===== src/rtl/if_fetch_stage.sv =====
// Instruction-fetch stage: owns the PC, presents it to instruction memory and registers
// {pc, instruction, valid} into IF/ID. Define IF_PERF_CNT_EN to add the perf_* counters.
module if_fetch_stage #(
    parameter logic [63:0] RESET_PC   = 64'h0,
    parameter logic [63:0] IMEM_BYTES = 64'd88,
    parameter logic [31:0] NOP_INSN   = 32'h00000013
) (
    input  logic        clk,
    input  logic        reset,
    input  logic        stall,
    input  logic        branch_taken,
    input  logic [63:0] branch_target,
    output logic [63:0] inst_address,
    input  logic [31:0] instruction_in,
    output logic [63:0] if_id_pc,
    output logic [31:0] if_id_instruction,
    output logic        if_id_valid,
    output logic        fetch_halted
`ifdef IF_PERF_CNT_EN
    ,
    output logic [31:0] perf_fetch_cnt,
    output logic [31:0] perf_stall_cnt,
    output logic [31:0] perf_flush_cnt
`endif
);

    logic [63:0] pc;
    logic        fetch_ok;
    logic        unused_target_bits;

    // 65-bit sum so a pc near 2^64 cannot wrap into the legal window.
    assign fetch_ok           = ({1'b0, pc} + 65'd3) < {1'b0, IMEM_BYTES};
    assign inst_address       = pc;
    assign unused_target_bits = ^branch_target[1:0];

    always_ff @(posedge clk) begin
        if (reset) begin
            pc                <= RESET_PC;
            if_id_pc          <= 64'h0;
            if_id_instruction <= NOP_INSN;
            if_id_valid       <= 1'b0;
            fetch_halted      <= 1'b0;
        end else if (branch_taken) begin
            pc                <= {branch_target[63:2], 2'b00};
            if_id_pc          <= 64'h0;
            if_id_instruction <= NOP_INSN;
            if_id_valid       <= 1'b0;
            fetch_halted      <= 1'b0;
        end else if (stall) begin
            pc                <= pc;
        end else if (fetch_halted || !fetch_ok) begin
            if_id_pc          <= 64'h0;
            if_id_instruction <= NOP_INSN;
            if_id_valid       <= 1'b0;
            fetch_halted      <= 1'b1;
        end else begin
            if_id_pc          <= pc;
            if_id_instruction <= instruction_in;
            if_id_valid       <= 1'b1;
            pc                <= pc + 64'd4;
        end
    end

`ifdef IF_PERF_CNT_EN
    logic fetch_fire;
    logic stall_fire;

    assign fetch_fire = !branch_taken && !stall && !fetch_halted && fetch_ok;
    assign stall_fire = !branch_taken && stall;

    // All three counters saturate rather than wrap.
    always_ff @(posedge clk) begin
        if (reset) begin
            perf_fetch_cnt <= 32'h0;
            perf_stall_cnt <= 32'h0;
            perf_flush_cnt <= 32'h0;
        end else begin
            if (fetch_fire && perf_fetch_cnt != 32'hFFFFFFFF)
                perf_fetch_cnt <= perf_fetch_cnt + 32'd1;
            if (stall_fire && perf_stall_cnt != 32'hFFFFFFFF)
                perf_stall_cnt <= perf_stall_cnt + 32'd1;
            if (branch_taken && perf_flush_cnt != 32'hFFFFFFFF)
                perf_flush_cnt <= perf_flush_cnt + 32'd1;
        end
    end
`endif

endmodule


===== config.mk =====
export PLATFORM = sky130hd
export DESIGN_NAME = if_fetch_stage
export DESIGN_NICKNAME = d
export VERILOG_FILES = /design/src/rtl/if_fetch_stage.sv
export SDC_FILE = /design/constraint.sdc
export NUM_CORES = 1
export LEC_CHECK = 0
export CORE_MARGIN = 3
export CORE_UTILIZATION = 30
export CTS_BUF_LIST = sky130_fd_sc_hd__clkbuf_16
export DETAILED_ROUTE_END_ITERATION = 10
export PLACE_DENSITY = 0.66
export SYNTH_ARGS = -nofsm -noshare
export SYNTH_HDL_FRONTEND = slang
export SYNTH_SLANG_ARGS = --single-unit

===== constraint.sdc =====
create_clock -name clk -period 2.3 [get_ports clk]
set_clock_uncertainty 0.15 [all_clocks]
set_input_delay 0.46 -clock clk [delete_from_list [all_inputs] [get_ports clk]]
set_output_delay 0.46 -clock clk [all_outputs]
set_load 0.1 [all_outputs]

---- Word-level counts from Yosys, hierarchy flattened ----
Index checks and enable logic that the tools add are counted.
storage, ports and cells
  output and inout bits ................... 162
  register bits ........................... 162
  logic and storage cells ................. 25
cells by class
  equality and inequality tests ........... 2
  order comparisons ....................... 1
  reductions and logical operators ........ 6
  add/sub/neg operators ................... 2
  muxes and demuxes ....................... 6
  bitwise operators ....................... 2
operator list
  cell                   count
  $mux 64                4
  $add 64x2->65 const B  1
  $lt 65x7->1 const B    1
  $add 64x3->64 const B  1
  $mux 32                1
  $reduce_and 2->1       3
  $ne 2x1->1 const B     1
  $ne 2x2->1 const B     1
  $not 1->1              2
  $reduce_or 2->1        1
  $logic_not 1->1        1
  $logic_or 1x1->1       1
  $mux 1                 1

---- Depth between registers and ports, before layout ----
Gate-level depths: netlist of the first run.
  depth after elaboration ................. 7
  depth in mapped cells ................... 7
  mapped depth without buffers ............ 5

---- Least setup slack after synthesis of the first run ----
No wires, ideal clock.
  path kind ............................... register -> register
  start point ............................. reg pc[28], in the netlist inst_address[28]
  end point ............................... reg pc[4], in the netlist inst_address[4]
  arrival time ............................ 2,338 ps
  clock period less this slack ............ 2,580 ps
  path buffers ............................ 0
  setup time .............................. 91 ps
  path slack .............................. -280 ps
  required time ........................... 2,059 ps
  stages on the path, launching flop included .. 6
  cells stage by stage .................... dfxtp_1 -> nor4_2 -> nand4_1 -> or4_4 -> or4_1 -> a311oi_1
on the way
  longest elaborated chain between the ends .. 6
RTL lines
  element                     line  text
  start: declaration          27    logic [63:0] pc;
  start signal: assignment    44    pc <= {branch_target[63:2], 2'b00};
  start signal: assignment    50    pc <= pc;
  start signal: assignment    60    pc <= pc + 64'd4;
  $add 64x2->65               32    assign fetch_ok = ({1'b0, pc} + 65'd3) < {1'b0, IMEM_BYTES};
  $lt 65x7->1                 32
  $logic_not 1->1             51    end else if (fetch_halted || !fetch_ok) begin
  $logic_or 1x1->1            51
  $ne 2x2->1 (no line)        --
  $reduce_and 2->1 (no line)  --
Every way passes these cells.
A chain may end at the register's enable or synchronous reset.

---- Worst setup path in the final report of the first run ----
  start point ............................. reg pc[22], in the netlist inst_address[22]
  end point ............................... reg pc[4], in the netlist inst_address[4]
The elaborated chain is that of the path after synthesis.

==> impl_metrics.ini, run 1 <==
[cts]
cts.reportedPaths.clkPinSlew_ns = 0.07
cts.hold.buffers_added = 0
htreeDepth = 4
clock_tree.buffer_depth = 2
clock_latency_late_sink_ns = 0.42
root_buffer = sky130_fd_sc_hd__clkbuf_16
cts_inserted_buffers = 17
cts_num_sinks = 158
tritoncts = yes

[logic_synthesis]
synth_top_area_cell = sky130_fd_sc_hd__dfxtp_1
ys_types = 31
synth.yosys.seq_area_share = 0.609
yosysWarnings = 0
ys.flop_type = sky130_fd_sc_hd__dfxtp_1
syn-mean-instance-area_sq_um = 11.1
post_synth_main_area_contributors = sky130_fd_sc_hd__dfxtp_1, sky130_fd_sc_hd__mux2i_1, sky130_fd_sc_hd__and3_1
synth_edf_count = 0
syn_inst = 469
synthesis.area_sq_um = 5190
synth.top_cell.area_share = 0.609
synth-async-reset-ratio = 0
ys_seq_elements = 158

[floorplan]
start_util = 0.310
die_area_sq_um = 18900
io-pin-count = 262
die_h_um = 138
core_area_sq_um = 16800
std_cell_rows = 47
chipWidth_um = 138

[route]
drc_errors = 0
dr.pass1.iters = 4
postRouteWirelength_um = 16400
routed_wire_length_per_instance_um = 16.8
routed_via_density = 4.64
detail_route.iter0.violations = 202
routed-via-count = 4517
drt.antenna.violating_nets = 0

[cells_and_area]
fillCellCount = 1485
finish.net_count = 842
sequential_cell_area_sq_um = 3250
antennaDiodeCount = 0
multi_input_comb_area_sq_um = 1980
post_route_cells_drive_above_1_share = 0.399
final_instance_area_sq_um = 8540
area_growth_pct = 64.6
final-instance-count-excl-fill = 974

[timing]
achievable-frequency_mhz = 430
finalSetupViolCount = 1
tightest_slew_ns = 0.527
post-route-worst-setup-slack_ns = -0.0278
timing.final.hold_violations = 0
post-route-period-util = 1.01
timing_max_transition_violations_final = 0
slew-limit-headroom = 0.648
fin_crit_ns = 2.33
rsz0062_at_grt = true

[global_routing]
gr-total-overflow = 0
grt_start_max_net_pins = 61
grt_first_pass_wirelength_um = 23700
antenna_found_initial = 1
grt.total_usage = 0.163
grt_pass1_vias = 4556

[power_and_ir_drop]
power_density_nw_per_um2 = 771
vdd_drop_max_mv = 0.478
power_leakage_nw = 4.07

[worst_setup_path]
critical_path_arrival_ns = 2.49
critical_path_required_ns = 2.47
worstRegToRegCells = 5
setup.worst_path.class = reg -> reg
crit_path_start_kind = flip-flop
critical_path_peak_fanout = 3
worstSetupEndpointType = flip-flop

[place]
dpl_wire_length_um = 11800
gp_routability_congestion = 0.766
port_buffer_cells = 255
placed_area_sq_um = 7790
placed_cells = 937

[hold_path]
worstHoldPathType = in -> reg
whs_path_depth = 2

[run_status]
violations_in_the_final_reports = negative setup slack
status = complete, but fails checks

[run]
cap_viol_max_count = 0
-- final cells by class --
| class | instances | share of cell area |
|---|---|---|
| well taps | 220 | 0.0322 |
| repair buffers | 288 | 0.287 |
| flip-flops and latches | 158 | 0.380 |
| multi-input cells | 267 | 0.231 |
| clock inverters | 14 | 0.0120 |
| inverters | 9 | 0.00395 |
| clock buffers | 18 | 0.0527 |
-- worst paths after layout --
kind / from / end / slack, ns
max: inst_address[22] / inst_address[4] / -0.03
min: reset / inst_address[45] / 0.23
max reg2reg: inst_address[22] / inst_address[4] / -0.03
min reg2reg: if_id_valid / if_id_valid / 0.32
-- routing by layer --
| layer | GRT usage | routed length [um] |
|---|---|---|
| met1 | 0.176 | 6360 |
| met2 | 0.290 | 8360 |
| met3 | 0.0610 | 1410 |
| met4 | 0.0582 | 209 |
| met5 | 0 | 13 |
-- logic make-up after synthesis --
logic type | share of synthesized area
AOI/OAI and AO/OA | 0.0788
and+or+nand+nor | 0.157
muxes | 0.112
adders and majority gates | 0.00241
other | 0.000723
buffers and inverters | 0.0395
DFF | 0.609
-- what timing repair did --
item | CTS | global route
buffers inserted | 3 | 2
cloned | 1 | 0
setup endpoints to repair | 4 | 37
resized for setup | 7 | 15
hold endpoints to repair | 0 | 0
pin swaps | 2 | 6
-- synth_stat cells, types with 2 or more instances --
cell type,count
sky130_fd_sc_hd__nand2_1,2
sky130_fd_sc_hd__nor2_1,66
sky130_fd_sc_hd__buf_2,2
sky130_fd_sc_hd__and3_1,59
sky130_fd_sc_hd__a311oi_1,2
sky130_fd_sc_hd__nand3_1,2
sky130_fd_sc_hd__o21ai_0,4
sky130_fd_sc_hd__nor4_2,4
sky130_fd_sc_hd__nor4_1,11
sky130_fd_sc_hd__a21oi_1,4
sky130_fd_sc_hd__clkbuf_1,28
sky130_fd_sc_hd__dfxtp_1,158
sky130_fd_sc_hd__mux2i_1,58
sky130_fd_sc_hd__a221oi_1,2
sky130_fd_sc_hd__nand4_1,4
sky130_fd_sc_hd__a22o_1,34
sky130_fd_sc_hd__buf_4,7
sky130_fd_sc_hd__inv_1,9
-- through the flow --
step | TNS, ns | setup slack [ns] | util | total power, mW | hold WS, ns
2_1_floorplan | -0.0409 | -0.0409 | - | 3.62 | 0.436
3_3_place_gp | -0.397 | -0.174 | 0.465 | 3.98 | 0.289
3_5_place_dp | -0.177 | -0.131 | 0.465 | 3.99 | 0.314
4_1_cts | -0.0459 | -0.0459 | 0.503 | 6.62 | 0.205
5_1_grt | -0.128 | -0.128 | 0.510 | 6.82 | 0.226
6_report | -0.0278 | -0.0278 | 0.510 | 6.58 | 0.234
-- registers in the layout (all words and copies together), names as in the netlist --
name,cells
fetch_halted,1
if_id_instruction,32
if_id_pc,62
if_id_valid,1
inst_address,62
-- where the power goes --
group	total [mW]	internal (mW)	switching, mW
clock	2.62	1.53	1.08
combinational	1.09	0.363	0.723
sequential	2.88	2.81	0.0681
-- placed cells by master, fill, tap and decap left out, drive strengths merged --
| cell type | n |
|---|---|
| a21o | 1 |
| a21oi | 4 |
| a221oi | 2 |
| a22o | 34 |
| a311oi | 2 |
| a31oi | 1 |
| and3 | 59 |
| buf | 193 |
| bufinv | 1 |
| clkbuf | 18 |
| clkdlybuf4s50 | 95 |
| clkinv | 4 |
| clkinvlp | 2 |
| conb | 4 |
| dfxtp | 158 |
| ha | 1 |
| inv | 16 |
| mux2i | 58 |
| nand2 | 2 |
| nand3 | 2 |
| nand4 | 4 |
| nor2 | 66 |
| nor3 | 1 |
| nor3b | 1 |
| nor4 | 15 |
| o2111ai | 1 |
| o21ai | 4 |
| o22ai | 1 |
| o31ai | 1 |
| or3 | 1 |
| or4 | 2 |
-- worst max-delay path: stages (launching register included) --
cell and delay [ns]:
sky130_fd_sc_hd__dfxtp_2 0.34, sky130_fd_sc_hd__nor4_4 0.28, sky130_fd_sc_hd__nand4_1 0.20, sky130_fd_sc_hd__or4_4 0.60, sky130_fd_sc_hd__or4_4 0.43, sky130_fd_sc_hd__a311oi_2 0.24
No activity file was read; power rests on OpenSTA's default activity.
==> run 2: changes to the inputs <==
- CTS_BUF_LIST: sky130_fd_sc_hd__clkbuf_16 -> sky130_fd_sc_hd__clkbuf_4 sky130_fd_sc_hd__clkbuf_8
- HOLD_SLACK_MARGIN: not set -> 0.03
==> run 2 against run 1 <==
The flow still finishes with violations (negative setup slack). Utilization shrank 1.3 points. Clock power shrank 24%. Critical path depth is the same. Highest routed layer unchanged. Flip-flop and latch count is the same. Maximum frequency shrank 0.10%.
==> impl_metrics.ini, run 2 (synthesis results as in run 1) <==
[run_status]
status = complete, but fails checks
violations_in_the_final_reports = negative setup slack

[cts]
htreeDepth = 4
cts_inserted_buffers = 17
clock_latency_late_sink_ns = 0.44
cts.reportedPaths.clkPinSlew_ns = 0.09
tritoncts = yes
cts_num_sinks = 158
root_buffer = sky130_fd_sc_hd__clkbuf_8
cts.hold.buffers_added = 0
clock_tree.buffer_depth = 2

[floorplan]
std_cell_rows = 47
chipWidth_um = 138
start_util = 0.310
die_area_sq_um = 18900
io-pin-count = 262
core_area_sq_um = 16800
die_h_um = 138

[worst_setup_path]
ordered_list_of_cells_on_the_worst_path = nor4_1, o2111ai_2, or4_4, or4_4, a311oi_2
path_delay_family = simple AND/OR/NAND/NOR gates
crit_path_top_delay_cell = sky130_fd_sc_hd__or4_4
worstRegToRegCells = 5
timing.critical_path.buf_inv = 0
rr_startpoint = inst_address[45]
critical_path_required_ns = 2.49
endpoint_of_the_worst_slack_reg_to_reg_timing_path = inst_address[4]
reg2reg_setup_slack_ns = -0.03
worstSetupEndpointType = flip-flop
critical_path_peak_fanout = 3
timing.critical_path.slowest_cell_delay_ns = 0.48
worst_path_most_repeated_cell = sky130_fd_sc_hd__or4_4
setup.worst_path.class = reg -> reg
crit_path_start_kind = flip-flop
critical_path_arrival_ns = 2.52

[timing]
slew-limit-headroom = 0.641
post-route-worst-setup-slack_ns = -0.0302
achievable-frequency_mhz = 429
finalSetupViolCount = 1
post-route-period-util = 1.01
setup_tns_final_ns = -0.0302
fin_crit_ns = 2.33
timing.final.hold_violations = 0
rsz0062_at_grt = true
tightest_slew_ns = 0.538
timing_max_transition_violations_final = 0

[power_and_ir_drop]
finalPower_mw = 5.96
power_leakage_nw = 3.97
power_density_nw_per_um2 = 715
vdd_drop_max_mv = 0.563

[hold_path]
hold_end = inst_address[45]
worstHoldStart = reset
whs_path_depth = 2
worstHoldPathType = in -> reg

[place]
gp_routability_congestion = 0.766
port_buffer_cells = 255
dpl_wire_length_um = 11800
placed_cells = 937

[cells_and_area]
post_route_cells_drive_above_1_share = 0.400
antennaDiodeCount = 0
finalCoreUtilization = 0.497
final_common_cell = sky130_fd_sc_hd__buf_4
finish.net_count = 840
layout_common_cells = sky130_fd_sc_hd__buf_4, sky130_fd_sc_hd__dfxtp_1, sky130_fd_sc_hd__clkdlybuf4s50_1
final-instance-count-excl-fill = 972
area_growth_pct = 60.5

[route]
routed_wire_length_per_instance_um = 16.5
drt.antenna.violating_nets = 0
drc_errors = 0
detail_route.iter0.violations = 199
routed_via_density = 4.63
postRouteWirelength_um = 16100
routed-via-count = 4497
dr.pass1.iters = 4

[run]
cap_viol_max_count = 0

[global_routing]
grt.total_usage = 0.157
grt_start_max_net_pins = 61
antenna_found_initial = 1
gr-total-overflow = 0
grt_pass1_vias = 4445
grt_first_pass_wirelength_um = 23000
[run 2: how the worst max path moves through the flow]
stage,start,end,slack (ns),depth (start not counted)
after global placement,inst_address[18],inst_address[4],-0.17,6
after floorplan,inst_address[10],inst_address[4],-0.04,5
after global routing,inst_address[45],inst_address[4],-0.13,5
final,inst_address[45],inst_address[4],-0.03,5
after detailed placement,inst_address[18],inst_address[4],-0.13,6
after CTS,inst_address[18],if_id_instruction[9],-0.04,9
[run 2: final cells by class]
class                      count  area (sq um)
fill                        1511          8430
sequential                   158          3250
timing repair buffer         286          2440
multi-input combinational    267          1950
tap                          220           275
clock buffer                  22           272
clock inverter                10           114
inverter                       9          33.8
[run 2: power by group]
part | switching, mW | internal (mW)
Sequential | 0.0660 | 2.81
Clock | 0.974 | 1.02
Combinational | 0.722 | 0.360
[run 2: timing repair]
item / 4_1_cts / 5_1_grt
buffers inserted: 2 / 0
pin swaps: 2 / 3
gates resized for setup: 3 / 14
gates cloned: 0 / 1
setup endpoints to repair: 2 / 41
[run 2: through the flow]
stage / worst slack, ns / instance area (sq um) / hold WS (ns)
finish: -0.0302 / 8330 / 0.220
global route: -0.128 / 8330 / 0.176
CTS: -0.0426 / 8220 / 0.169
detailed placement: -0.131 / 7790 / 0.314
global placement: -0.174 / 7790 / 0.289
floorplan: -0.0409 / 5290 / 0.436
[run 2: worst register-to-register path, stage by stage (launching register included)]
cell and delay (ns):
sky130_fd_sc_hd__dfxtp_2 0.34, sky130_fd_sc_hd__nor4_1 0.40, sky130_fd_sc_hd__o2111ai_2 0.23, sky130_fd_sc_hd__or4_4 0.48
sky130_fd_sc_hd__or4_4 0.43, sky130_fd_sc_hd__a311oi_2 0.21
[run 2: metal layers]
layer,track usage,part of all wire
met5,0,0.00081
met4,0.0471,0.011
met3,0.0712,0.094
met2,0.276,0.51
met1,0.170,0.39
